<file path="src/rtl/muldiv_if.sv">
// muldiv_if: issue and write-back bundle between the operand-read stage,
// the iterative multiply/divide unit and the register-file write port.
//   start/op/opa/opb/rd : operation request (issuer -> unit)
//   busy                : unit occupied, issuer must stall (unit -> issuer)
//   wb_valid/wb_reg/wb_data : write-back request (unit -> write port)
//   wb_ready            : write port accepts the request (write port -> unit)
// modport master: the issuer / write-port side. modport slave: the unit.
interface muldiv_if #(
  parameter int WIDTH = 32,
  parameter int DEPTH = 32
);
  localparam int ADDR = $clog2(DEPTH);

  logic             start;
  logic [1:0]       op;
  logic [WIDTH-1:0] opa;
  logic [WIDTH-1:0] opb;
  logic [ADDR-1:0]  rd;
  logic             busy;
  logic             wb_valid;
  logic [ADDR-1:0]  wb_reg;
  logic [WIDTH-1:0] wb_data;
  logic             wb_ready;

  modport master (
    output start, op, opa, opb, rd, wb_ready,
    input  busy, wb_valid, wb_reg, wb_data
  );

  modport slave (
    input  start, op, opa, opb, rd, wb_ready,
    output busy, wb_valid, wb_reg, wb_data
  );
endinterface

</file>
<file path="src/rtl/muldiv_unit.sv">
// muldiv_unit: iterative unsigned multiply/divide unit, one bit per cycle.
// Ports:
//   clk    : rising-edge clock
//   reset  : synchronous active-high reset, dominant on every edge
//   bus    : muldiv_if.slave (request, busy, write-back handshake)
// Ops: 00 MUL (low half), 01 MULHU (high half), 10 DIVU (quotient),
//      11 REMU (remainder). Divide by zero gives all-ones / dividend.
// Accept at edge N -> wb_valid from edge N+WIDTH+1. rd==0 retires silently.
module muldiv_unit #(
  parameter int WIDTH = 32,
  parameter int DEPTH = 32
) (
  input  logic     clk,
  input  logic     reset,
  muldiv_if.slave  bus
);
  localparam int ADDR = $clog2(DEPTH);
  localparam int CW   = $clog2(WIDTH) + 1;

  typedef enum logic [1:0] {
    IDLE = 2'b00,
    RUN  = 2'b01,
    DONE = 2'b10
  } state_t;

  state_t             state_r;
  logic [1:0]         op_r;
  logic [WIDTH-1:0]   mcand_r;
  logic [WIDTH-1:0]   dvsr_r;
  logic [WIDTH-1:0]   quo_r;
  logic [WIDTH-1:0]   rem_r;
  logic [2*WIDTH-1:0] prod_r;
  logic [ADDR-1:0]    rd_r;
  logic [CW-1:0]      cnt_r;
  logic               busy_r;
  logic               wb_valid_r;
  logic [ADDR-1:0]    wb_reg_r;
  logic [WIDTH-1:0]   wb_data_r;

  logic [WIDTH:0]     sum_s;
  logic [2*WIDTH-1:0] prod_next_s;
  logic [WIDTH:0]     rem_shift_s;
  logic [WIDTH-1:0]   diff_s;
  logic [WIDTH-1:0]   rem_next_s;
  logic [WIDTH-1:0]   quo_next_s;
  logic [WIDTH-1:0]   result_s;

  // One shift-add step and one restoring-division step, plus result select.
  always_comb begin
    sum_s       = {1'b0, prod_r[2*WIDTH-1:WIDTH]} +
                  (prod_r[0] ? {1'b0, mcand_r} : {(WIDTH+1){1'b0}});
    prod_next_s = {sum_s, prod_r[WIDTH-1:1]};
    // The shifted partial remainder needs WIDTH+1 bits; the difference
    // always fits in WIDTH bits whenever it is kept, so only the low bits
    // are subtracted. A zero divisor always "subtracts", giving all-ones
    // quotient and a remainder that ends up equal to the dividend.
    rem_shift_s = {rem_r, quo_r[WIDTH-1]};
    diff_s      = rem_shift_s[WIDTH-1:0] - dvsr_r;
    if (rem_shift_s >= {1'b0, dvsr_r}) begin
      rem_next_s = diff_s;
      quo_next_s = {quo_r[WIDTH-2:0], 1'b1};
    end else begin
      rem_next_s = rem_shift_s[WIDTH-1:0];
      quo_next_s = {quo_r[WIDTH-2:0], 1'b0};
    end
    case (op_r)
      2'b00:   result_s = prod_r[WIDTH-1:0];
      2'b01:   result_s = prod_r[2*WIDTH-1:WIDTH];
      2'b10:   result_s = quo_r;
      2'b11:   result_s = rem_r;
      default: result_s = {WIDTH{1'b0}};
    endcase
  end

  // Control FSM with datapath registers and registered outputs.
  always_ff @(posedge clk) begin
    if (reset) begin
      state_r    <= IDLE;
      op_r       <= 2'b00;
      mcand_r    <= {WIDTH{1'b0}};
      dvsr_r     <= {WIDTH{1'b0}};
      quo_r      <= {WIDTH{1'b0}};
      rem_r      <= {WIDTH{1'b0}};
      prod_r     <= {(2*WIDTH){1'b0}};
      rd_r       <= {ADDR{1'b0}};
      cnt_r      <= {CW{1'b0}};
      busy_r     <= 1'b0;
      wb_valid_r <= 1'b0;
      wb_reg_r   <= {ADDR{1'b0}};
      wb_data_r  <= {WIDTH{1'b0}};
    end else begin
      case (state_r)
        IDLE: begin
          if (bus.start) begin
            op_r    <= bus.op;
            mcand_r <= bus.opa;
            dvsr_r  <= bus.opb;
            rd_r    <= bus.rd;
            prod_r  <= {{WIDTH{1'b0}}, bus.opb};
            quo_r   <= bus.opa;
            rem_r   <= {WIDTH{1'b0}};
            cnt_r   <= {CW{1'b0}};
            busy_r  <= 1'b1;
            state_r <= RUN;
          end
        end
        RUN: begin
          if (cnt_r != CW'(WIDTH)) begin
            prod_r <= prod_next_s;
            rem_r  <= rem_next_s;
            quo_r  <= quo_next_s;
            cnt_r  <= cnt_r + {{(CW-1){1'b0}}, 1'b1};
          end else if (rd_r != {ADDR{1'b0}}) begin
            wb_valid_r <= 1'b1;
            wb_reg_r   <= rd_r;
            wb_data_r  <= result_s;
            state_r    <= DONE;
          end else begin
            // Writes to register 0 are discarded: retire without a request.
            busy_r  <= 1'b0;
            state_r <= IDLE;
          end
        end
        DONE: begin
          if (bus.wb_ready) begin
            wb_valid_r <= 1'b0;
            busy_r     <= 1'b0;
            state_r    <= IDLE;
          end
        end
        default: begin
          state_r    <= IDLE;
          busy_r     <= 1'b0;
          wb_valid_r <= 1'b0;
        end
      endcase
    end
  end

  assign bus.busy     = busy_r;
  assign bus.wb_valid = wb_valid_r;
  assign bus.wb_reg   = wb_reg_r;
  assign bus.wb_data  = wb_data_r;
endmodule

</file>
<file path="src/flat_wrapper.sv">
// flat-port wrapper written by rule: the top's interface ports become plain ports
module muldiv_unit_flat 
#(
  parameter int WIDTH = 32,
  parameter int DEPTH = 32
)
  (clk, reset, bus_start, bus_op, bus_opa, bus_opb, bus_rd, bus_wb_ready, bus_busy, bus_wb_valid, bus_wb_reg, bus_wb_data);
  muldiv_if #(.WIDTH(WIDTH), .DEPTH(DEPTH)) bus_i ();
  input  logic clk;
  input  logic reset;
  input wire logic [$bits(bus_i.start)-1:0] bus_start;
  input wire logic [$bits(bus_i.op)-1:0] bus_op;
  input wire logic [$bits(bus_i.opa)-1:0] bus_opa;
  input wire logic [$bits(bus_i.opb)-1:0] bus_opb;
  input wire logic [$bits(bus_i.rd)-1:0] bus_rd;
  input wire logic [$bits(bus_i.wb_ready)-1:0] bus_wb_ready;
  output wire logic [$bits(bus_i.busy)-1:0] bus_busy;
  output wire logic [$bits(bus_i.wb_valid)-1:0] bus_wb_valid;
  output wire logic [$bits(bus_i.wb_reg)-1:0] bus_wb_reg;
  output wire logic [$bits(bus_i.wb_data)-1:0] bus_wb_data;
  assign bus_i.start = bus_start;
  assign bus_i.op = bus_op;
  assign bus_i.opa = bus_opa;
  assign bus_i.opb = bus_opb;
  assign bus_i.rd = bus_rd;
  assign bus_i.wb_ready = bus_wb_ready;
  assign bus_busy = bus_i.busy;
  assign bus_wb_valid = bus_i.wb_valid;
  assign bus_wb_reg = bus_i.wb_reg;
  assign bus_wb_data = bus_i.wb_data;
  muldiv_unit #(.WIDTH(WIDTH), .DEPTH(DEPTH)) u_core (.clk(clk), .reset(reset), .bus(bus_i));
endmodule
</file>
<file path="config.mk">
export PLATFORM = sky130hd
export DESIGN_NAME = muldiv_unit_flat
export DESIGN_NICKNAME = d
export VERILOG_FILES = /design/src/rtl/muldiv_if.sv /design/src/rtl/muldiv_unit.sv /design/src/flat_wrapper.sv
export SDC_FILE = /design/constraint.sdc
export NUM_CORES = 1
export LEC_CHECK = 0
export CAP_MARGIN = 20
export CORE_ASPECT_RATIO = 2
export CORE_UTILIZATION = 55
export CTS_CLUSTER_SIZE = 10
export DETAILED_ROUTE_END_ITERATION = 10
export DONT_BUFFER_PORTS = 1
export GPL_TIMING_DRIVEN = 1
export HOLD_SLACK_MARGIN = 0.08
export PLACE_DENSITY_LB_ADDON = 0.15
export SKIP_CTS_REPAIR_TIMING = 1
export SLEW_MARGIN = 10
export SYNTH_ARGS = -nofsm -noshare
export SYNTH_HDL_FRONTEND = slang
export SYNTH_SLANG_ARGS = --single-unit
</file>
<file path="constraint.sdc">
create_clock -name clk -period 8.9 [get_ports clk]
set_clock_uncertainty 0.2 [all_clocks]
set_input_delay 1.335 -clock clk [delete_from_list [all_inputs] [get_ports clk]]
set_output_delay 1.335 -clock clk [all_outputs]
set_load 0.005 [all_outputs]
</file>
==> metrics, run 1 <==
die area between 0.02 and 0.03 mm²; First DRT Iteration DRCs 899; RSZ-0062 raised after global routing no; Worst slew margin between 40% and 50%; Finished Layout Cells slightly below 2000; IO buf count 0; Mean Syn Cell Area 7.98 µm²; Final period util between 40% and 50%; drc violations 0; main flop type after synthesis dfxtp_1; P_leak slightly below 6 nW; FP Rows between 80 and 90; Hold WC Path Type flip-flop to flip-flop; final WL 39600 µm; root buf cell clkbuf_16; placed insts about 2000; number of flip-flops in the largest register 64; post-layout util 59.6%; critical path launch point type flip-flop; total CTS buffers 28; Fillers between 2000 and 2500; Max Clock Freq approximately 0.25 GHz; layout cells sized above 1 6.73%; part of the power in registers approximately 29%; status complete, no violations; # IOs 114; Switching Fraction 40.5%; worst flop-to-flop path startpoint u_core.prod_r[0]$_SDFFE_PP0P_; Area Growth Syn to Fin 6.23%; number of H-tree levels 1; clock share of power a little over a fifth; first-pass GRT wire length between 60000 and 70000 µm; internal power about 2.8 mW; Synth cell types 74; worst-path fanout max 20; Mapped Nets between 1500 and 2000; initial antenna violation count 0; placed wire-length estimate between 20000 and 30000 µm; MaxCap Viol Count 0; slew at the pin closest to its max-slew limit around 0.86 ns; Core ar. about 0.024 mm²; Top reg by flops u_core.prod_r; Max IR drop VDD between 0.3 and 0.4 mV; Pre-antenna DRT Iters 5; GRT Overall Usage between 30 and 40%; Hold Startpoint u_core.mcand_r[31]$_SDFFE_PP0P_; minimum clock period roughly 4 ns; P per Cell Area 323 mW/mm²; asr flop ratio synth 0%; highest routed layer met4; Cell Area, Synth between 0.01 and 0.015 mm²; Initial Util around 56%; vias in the first global route ~12000; Seq/Total Area, Yosys between 30% and 40%; setup TNS 0 ns; clock slew seen by the registers of the worst setup and hold paths roughly 0.06 ns; Detail Route met2 WL just over 20000 µm; Via density between 6 and 7; number of flops mapped to enable cells by yosys 0; crit end category flip-flop; Hold Vio Cnt, Final 0; gp weighted congestion ~1.0; CTS tree built; antenna-violating nets left 0; Die Ht 225 µm; cell count after synthesis between 1500 and 2000; Worst-Skew Late Latency ~0.55 ns; Slew Limit Fails 0; wire per inst roughly 20 µm; register bit total from synthesis approximately 250; Synth warnings 0; crit path launch u_core.prod_r[0]$_SDFFE_PP0P_; met3 WL ~2300 µm; GRT overflow 0; Crit path required time around 9 ns; Die Wd 114 µm; kind of critical path flip-flop to flip-flop; nets@finish between 1500 and 2000; crit path DAT roughly 4.3 ns; Net Switching 1.90 mW; combinational power share 49.2%; CTS sink count roughly 250; via count roughly 12000; M1 WL 15100 µm; final setup fails 0; largest net degree at the start of global routing roughly 200; Clock Path Buffers 3
-- synth_stat cells, types with 9 or more instances --
cell	instances	area share [%]
inv_1	51	1.4
and2_1	36	1.6
nand2_1	435	12
a21o_1	39	2.1
dfxtp_1	246	36
nand2b_1	10	0.46
nor2_1	103	2.8
nand4_1	18	0.82
mux4_2	32	5.3
a31oi_1	11	0.50
a211oi_1	12	0.66
a311oi_1	63	4.0
a32oi_1	9	0.58
ha_1	66	6.0
xnor2_1	34	2.2
xor2_1	24	1.5
o21ai_1	40	1.5
o21ai_0	30	1.1
a21oi_1	177	6.5
mux2i_1	24	1.8
nand3_1	26	0.95
nor3_1	19	0.69
clkbuf_1	100	2.7
-- power by group through the flow --
stage / clock [mW] / sequential (mW) / combinational [mW]
after floorplan: 0 / 1.32 / 1.97
after global placement: 0 / 1.38 / 2.25
after detailed placement: 0 / 1.39 / 2.29
final: 1.02 / 1.37 / 2.31
after global routing: 1.07 / 1.38 / 2.50
after CTS: 1.03 / 1.36 / 2.30
-- worst max-delay path: stages, from the launching register on --
cell,delay [ns]
dfxtp_1,0.66
buf_4,0.33
and2_1,0.16
ha_1,0.16
inv_1,0.06
fa_1,0.44
nor2b_4,0.15
o31ai_2,0.11
a31oi_4,0.28
a41o_4,0.32
a311oi_4,0.14
o31ai_4,0.26
a21oi_1,0.13
or4b_1,0.47
nand3_1,0.09
-- placed cells by master (no fill, tap or decap), types with 4 or more instances in the layout --
| master | count |
|---|---|
| nand2_1 | 434 |
| dfxtp_1 | 245 |
| a21oi_1 | 177 |
| nor2_1 | 102 |
| ha_1 | 66 |
| a311oi_1 | 63 |
| inv_1 | 51 |
| o21ai_1 | 40 |
| a21o_1 | 39 |
| and2_1 | 36 |
| xnor2_1 | 34 |
| mux4_2 | 32 |
| o21ai_0 | 30 |
| clkbuf_16 | 29 |
| nand3_1 | 26 |
| mux2i_1 | 24 |
| xor2_1 | 24 |
| nand4_1 | 18 |
| nor3_1 | 18 |
| buf_4 | 18 |
| a211oi_1 | 12 |
| a31oi_1 | 11 |
| a32oi_1 | 9 |
| nand2b_1 | 8 |
| or3_1 | 7 |
| o21a_1 | 6 |
| and3_1 | 5 |
| o22ai_1 | 5 |
| a21boi_0 | 5 |
| nor2b_1 | 4 |
| a21oi_2 | 4 |
| o21bai_1 | 4 |
| a22o_1 | 4 |
-- kinds of logic after synthesis --
kind of cell,synth area share [%]
and+or+nand+nor,20.9
AOI/OAI and AO/OA,21.0
DFF,35.9
buffers and inverters,4.99
adders and majority gates,6.32
xor gates and xnor gates,3.71
muxes,7.10
-- final timing paths --
| kind | slack (ns) | cells past startpoint | to |
|---|---|---|---|
| setup / recovery | 4.87 | 14 | u_core.prod_r[61]$_SDFFE_PP0P_ |
| hold / removal | 0.25 | 2 | u_core.mcand_r[31]$_SDFFE_PP0P_ |
| setup reg to reg | 4.87 | 14 | u_core.prod_r[61]$_SDFFE_PP0P_ |
| hold reg to reg | 0.25 | 2 | u_core.mcand_r[31]$_SDFFE_PP0P_ |
-- layout make-up --
type | instances | area, µm² | share of cell area [%]
multi-input cells | 1302 | 8140 | 55.9
flip-flops and latches | 246 | 4930 | 33.8
clock buffers | 32 | 747 | 5.13
well taps | 332 | 415 | 2.85
inverters | 51 | 191 | 1.32
repair buffers | 18 | 135 | 0.928
diodes | 1 | 2.50 | 0.0172
-- per-stage QoR --
step | power, mW | setup slack, ns | area (µm²) | hold slack (ns)
global route | 4.95 | 4.66 | 14600 | 0.260
global placement | 3.64 | 4.45 | 13800 | 0.234
floorplan | 3.29 | 5.62 | 13700 | 0.232
finish | 4.70 | 4.87 | 14600 | 0.249
CTS | 4.69 | 4.87 | 14600 | 0.245
detailed placement | 3.67 | 4.39 | 13800 | 0.238
-- metal layers --
metal	global-route usage [%]	vias up
met5	0	-
met4	14.2	0
met3	3.39	92
met2	56.8	408
met1	36.3	5782
li1	-	5839
Note: power is estimated with default switching activity, not from simulation.
==> run 2: changes to the inputs <==
- clock period: 8.9 -> 3.89 ns (I/O delays scaled with it)
==> metrics, run 2 (same netlist as run 1, synthesis figures left out) <==
crit path DAT roughly 3.7 ns; Crit path largest cell delay approximately 0.43 ns; IO buf count 0; Die Ht between 200 and 250 µm; placed wire-length estimate approximately 30000 µm; GRT overflow 0; CTS sink count approximately 250; P per Cell Area approximately 710 mW/mm²; Worst slew margin 41.8%; die area approximately 0.026 mm²; gp weighted congestion between 0.9 and 1; first-pass GRT wire length approximately 64000 µm; Crit path required time ~4.1 ns; Hold Vio Cnt, Final 0; root buf cell clkbuf_16; Max IR drop VDD between 1.5 and 2 mV; P_leak ~6.3 nW; Via density about 6; Clock Path Buffers 3; FP Rows 81; slew at the pin closest to its max-slew limit a little under 0.9 ns; worst-path fanout max 24; total CTS buffers 28; # IOs between 100 and 150; Pre-antenna DRT Iters 5; initial antenna violation count 3; Worst-Skew Late Latency 0.56 ns; crit end category flip-flop; Top reg by flops u_core.prod_r; Post-DP Area 0.0139 mm²; Slew Limit Fails 0; setup TNS 0 ns; Initial Util about 56%; number of flip-flops in the largest register 64; First DRT Iteration DRCs 919; Hold WC Path Type input pin to flip-flop; wire per inst about 21 µm; Critical Path, Cell by Cell ha_1 -> a21o_1 -> a21oi_2 -> a211oi_2 -> o21bai_1 -> a21oi_2 -> a221oi_2 -> o21a_1 -> buf_4 -> mux2i_1 -> o21ai_1; CTS tree built; post-layout util 63.4%; critical path's slowest cell o21bai_1; Top Family by Delay on Critical Path compound AO/OA/AOI/OAI gates; antenna-violating nets left 0; Final Instance Area between 0.015 and 0.02 mm²; critical path launch point type flip-flop; Final period util just under 90%; drc violations 0; CP Buf/Inv Count 1; nets@finish approximately 1900; layout cells sized above 1 under 10%; commonest non-fill, non-tap cells in the layout 434 x nand2_1, 245 x dfxtp_1, 177 x a21oi_1; minimum clock period between 3 and 4 ns; Core ar. ~0.024 mm²; RSZ-0062 raised after global routing no; commonest non-fill, non-tap cell in the layout nand2_1; Max Clock Freq 0.289 GHz; final setup fails 0; kind of critical path flip-flop to flip-flop; number of H-tree levels 1; most used cell, CP a21oi_2; status complete, no violations; largest net degree at the start of global routing about 200; final WL between 40000 and 50000 µm; vias in the first global route roughly 12000; Area Growth Syn to Fin 12.9%; clock slew seen by the registers of the worst setup and hold paths 0.06 ns; Fillers ~2200; via count 12800; MaxCap Viol Count 0; Die Wd 114 µm; GRT Overall Usage about a third
-- run 2: final timing paths --
kind | from | end | slack [ns] | cells past startpoint
worst max-delay path | u_core.rem_r[2]$_SDFFE_PP0P_ | u_core.rem_r[11]$_SDFFE_PP0P_ | 0.43 | 11
worst min-delay path | bus_opa[0] | u_core.quo_r[0]$_SDFFE_PP0P_ | 0.09 | 3
worst max register to register | u_core.rem_r[2]$_SDFFE_PP0P_ | u_core.rem_r[11]$_SDFFE_PP0P_ | 0.43 | 11
worst min register to register | u_core.mcand_r[11]$_SDFFE_PP0P_ | u_core.mcand_r[11]$_SDFFE_PP0P_ | 0.25 | 2
-- run 2: per-layer routing --
metal / vias up / routed length [µm] / track usage, %
met1: 6066 / 15700 / 35.1
met3: 150 / 2760 / 5.30
li1: 6026 / - / -
met4: 0 / 2210 / 18.6
met2: 508 / 22000 / 57.9
met5: - / 0 / 0
-- run 2: area by class of cell --
class / count / area, µm² / share of cell area, %
Antenna cell: 3 / 7.51 / 0.0485
Clock buffer: 32 / 747 / 4.83
Inverter: 51 / 191 / 1.24
Multi-Input combinational cell: 1302 / 8140 / 52.6
Sequential cell: 246 / 4930 / 31.8
Tap cell: 332 / 415 / 2.68
Timing Repair Buffer: 108 / 1050 / 6.79
-- run 2: tightest hold or removal path: stages --
cell	delay [ns]
nand2_1	0.03
o21ai_1	0.08
a22o_1	0.12
-- run 2: stage by stage --
step / hold slack (ns) / instances / power (mW) / setup slack, ns
finish: 0.0924 / 2074 / 11.0 / 0.429
CTS: -0.0940 / 1987 / 10.8 / 0.486
global route: 0.0938 / 2074 / 11.6 / 0.224
detailed placement: 0.237 / 1955 / 8.51 / 0.520
global placement: 0.233 / 1955 / 8.46 / 0.551
floorplan: 0.232 / 1718 / 7.53 / 0.610
-- run 2: power breakdown --
group / internal (mW) / switching [mW] / leakage [nW]
registers: 2.81 / 0.340 / 2.01
clock network: 1.32 / 1.00 / 0.367
logic: 2.37 / 3.13 / 3.92
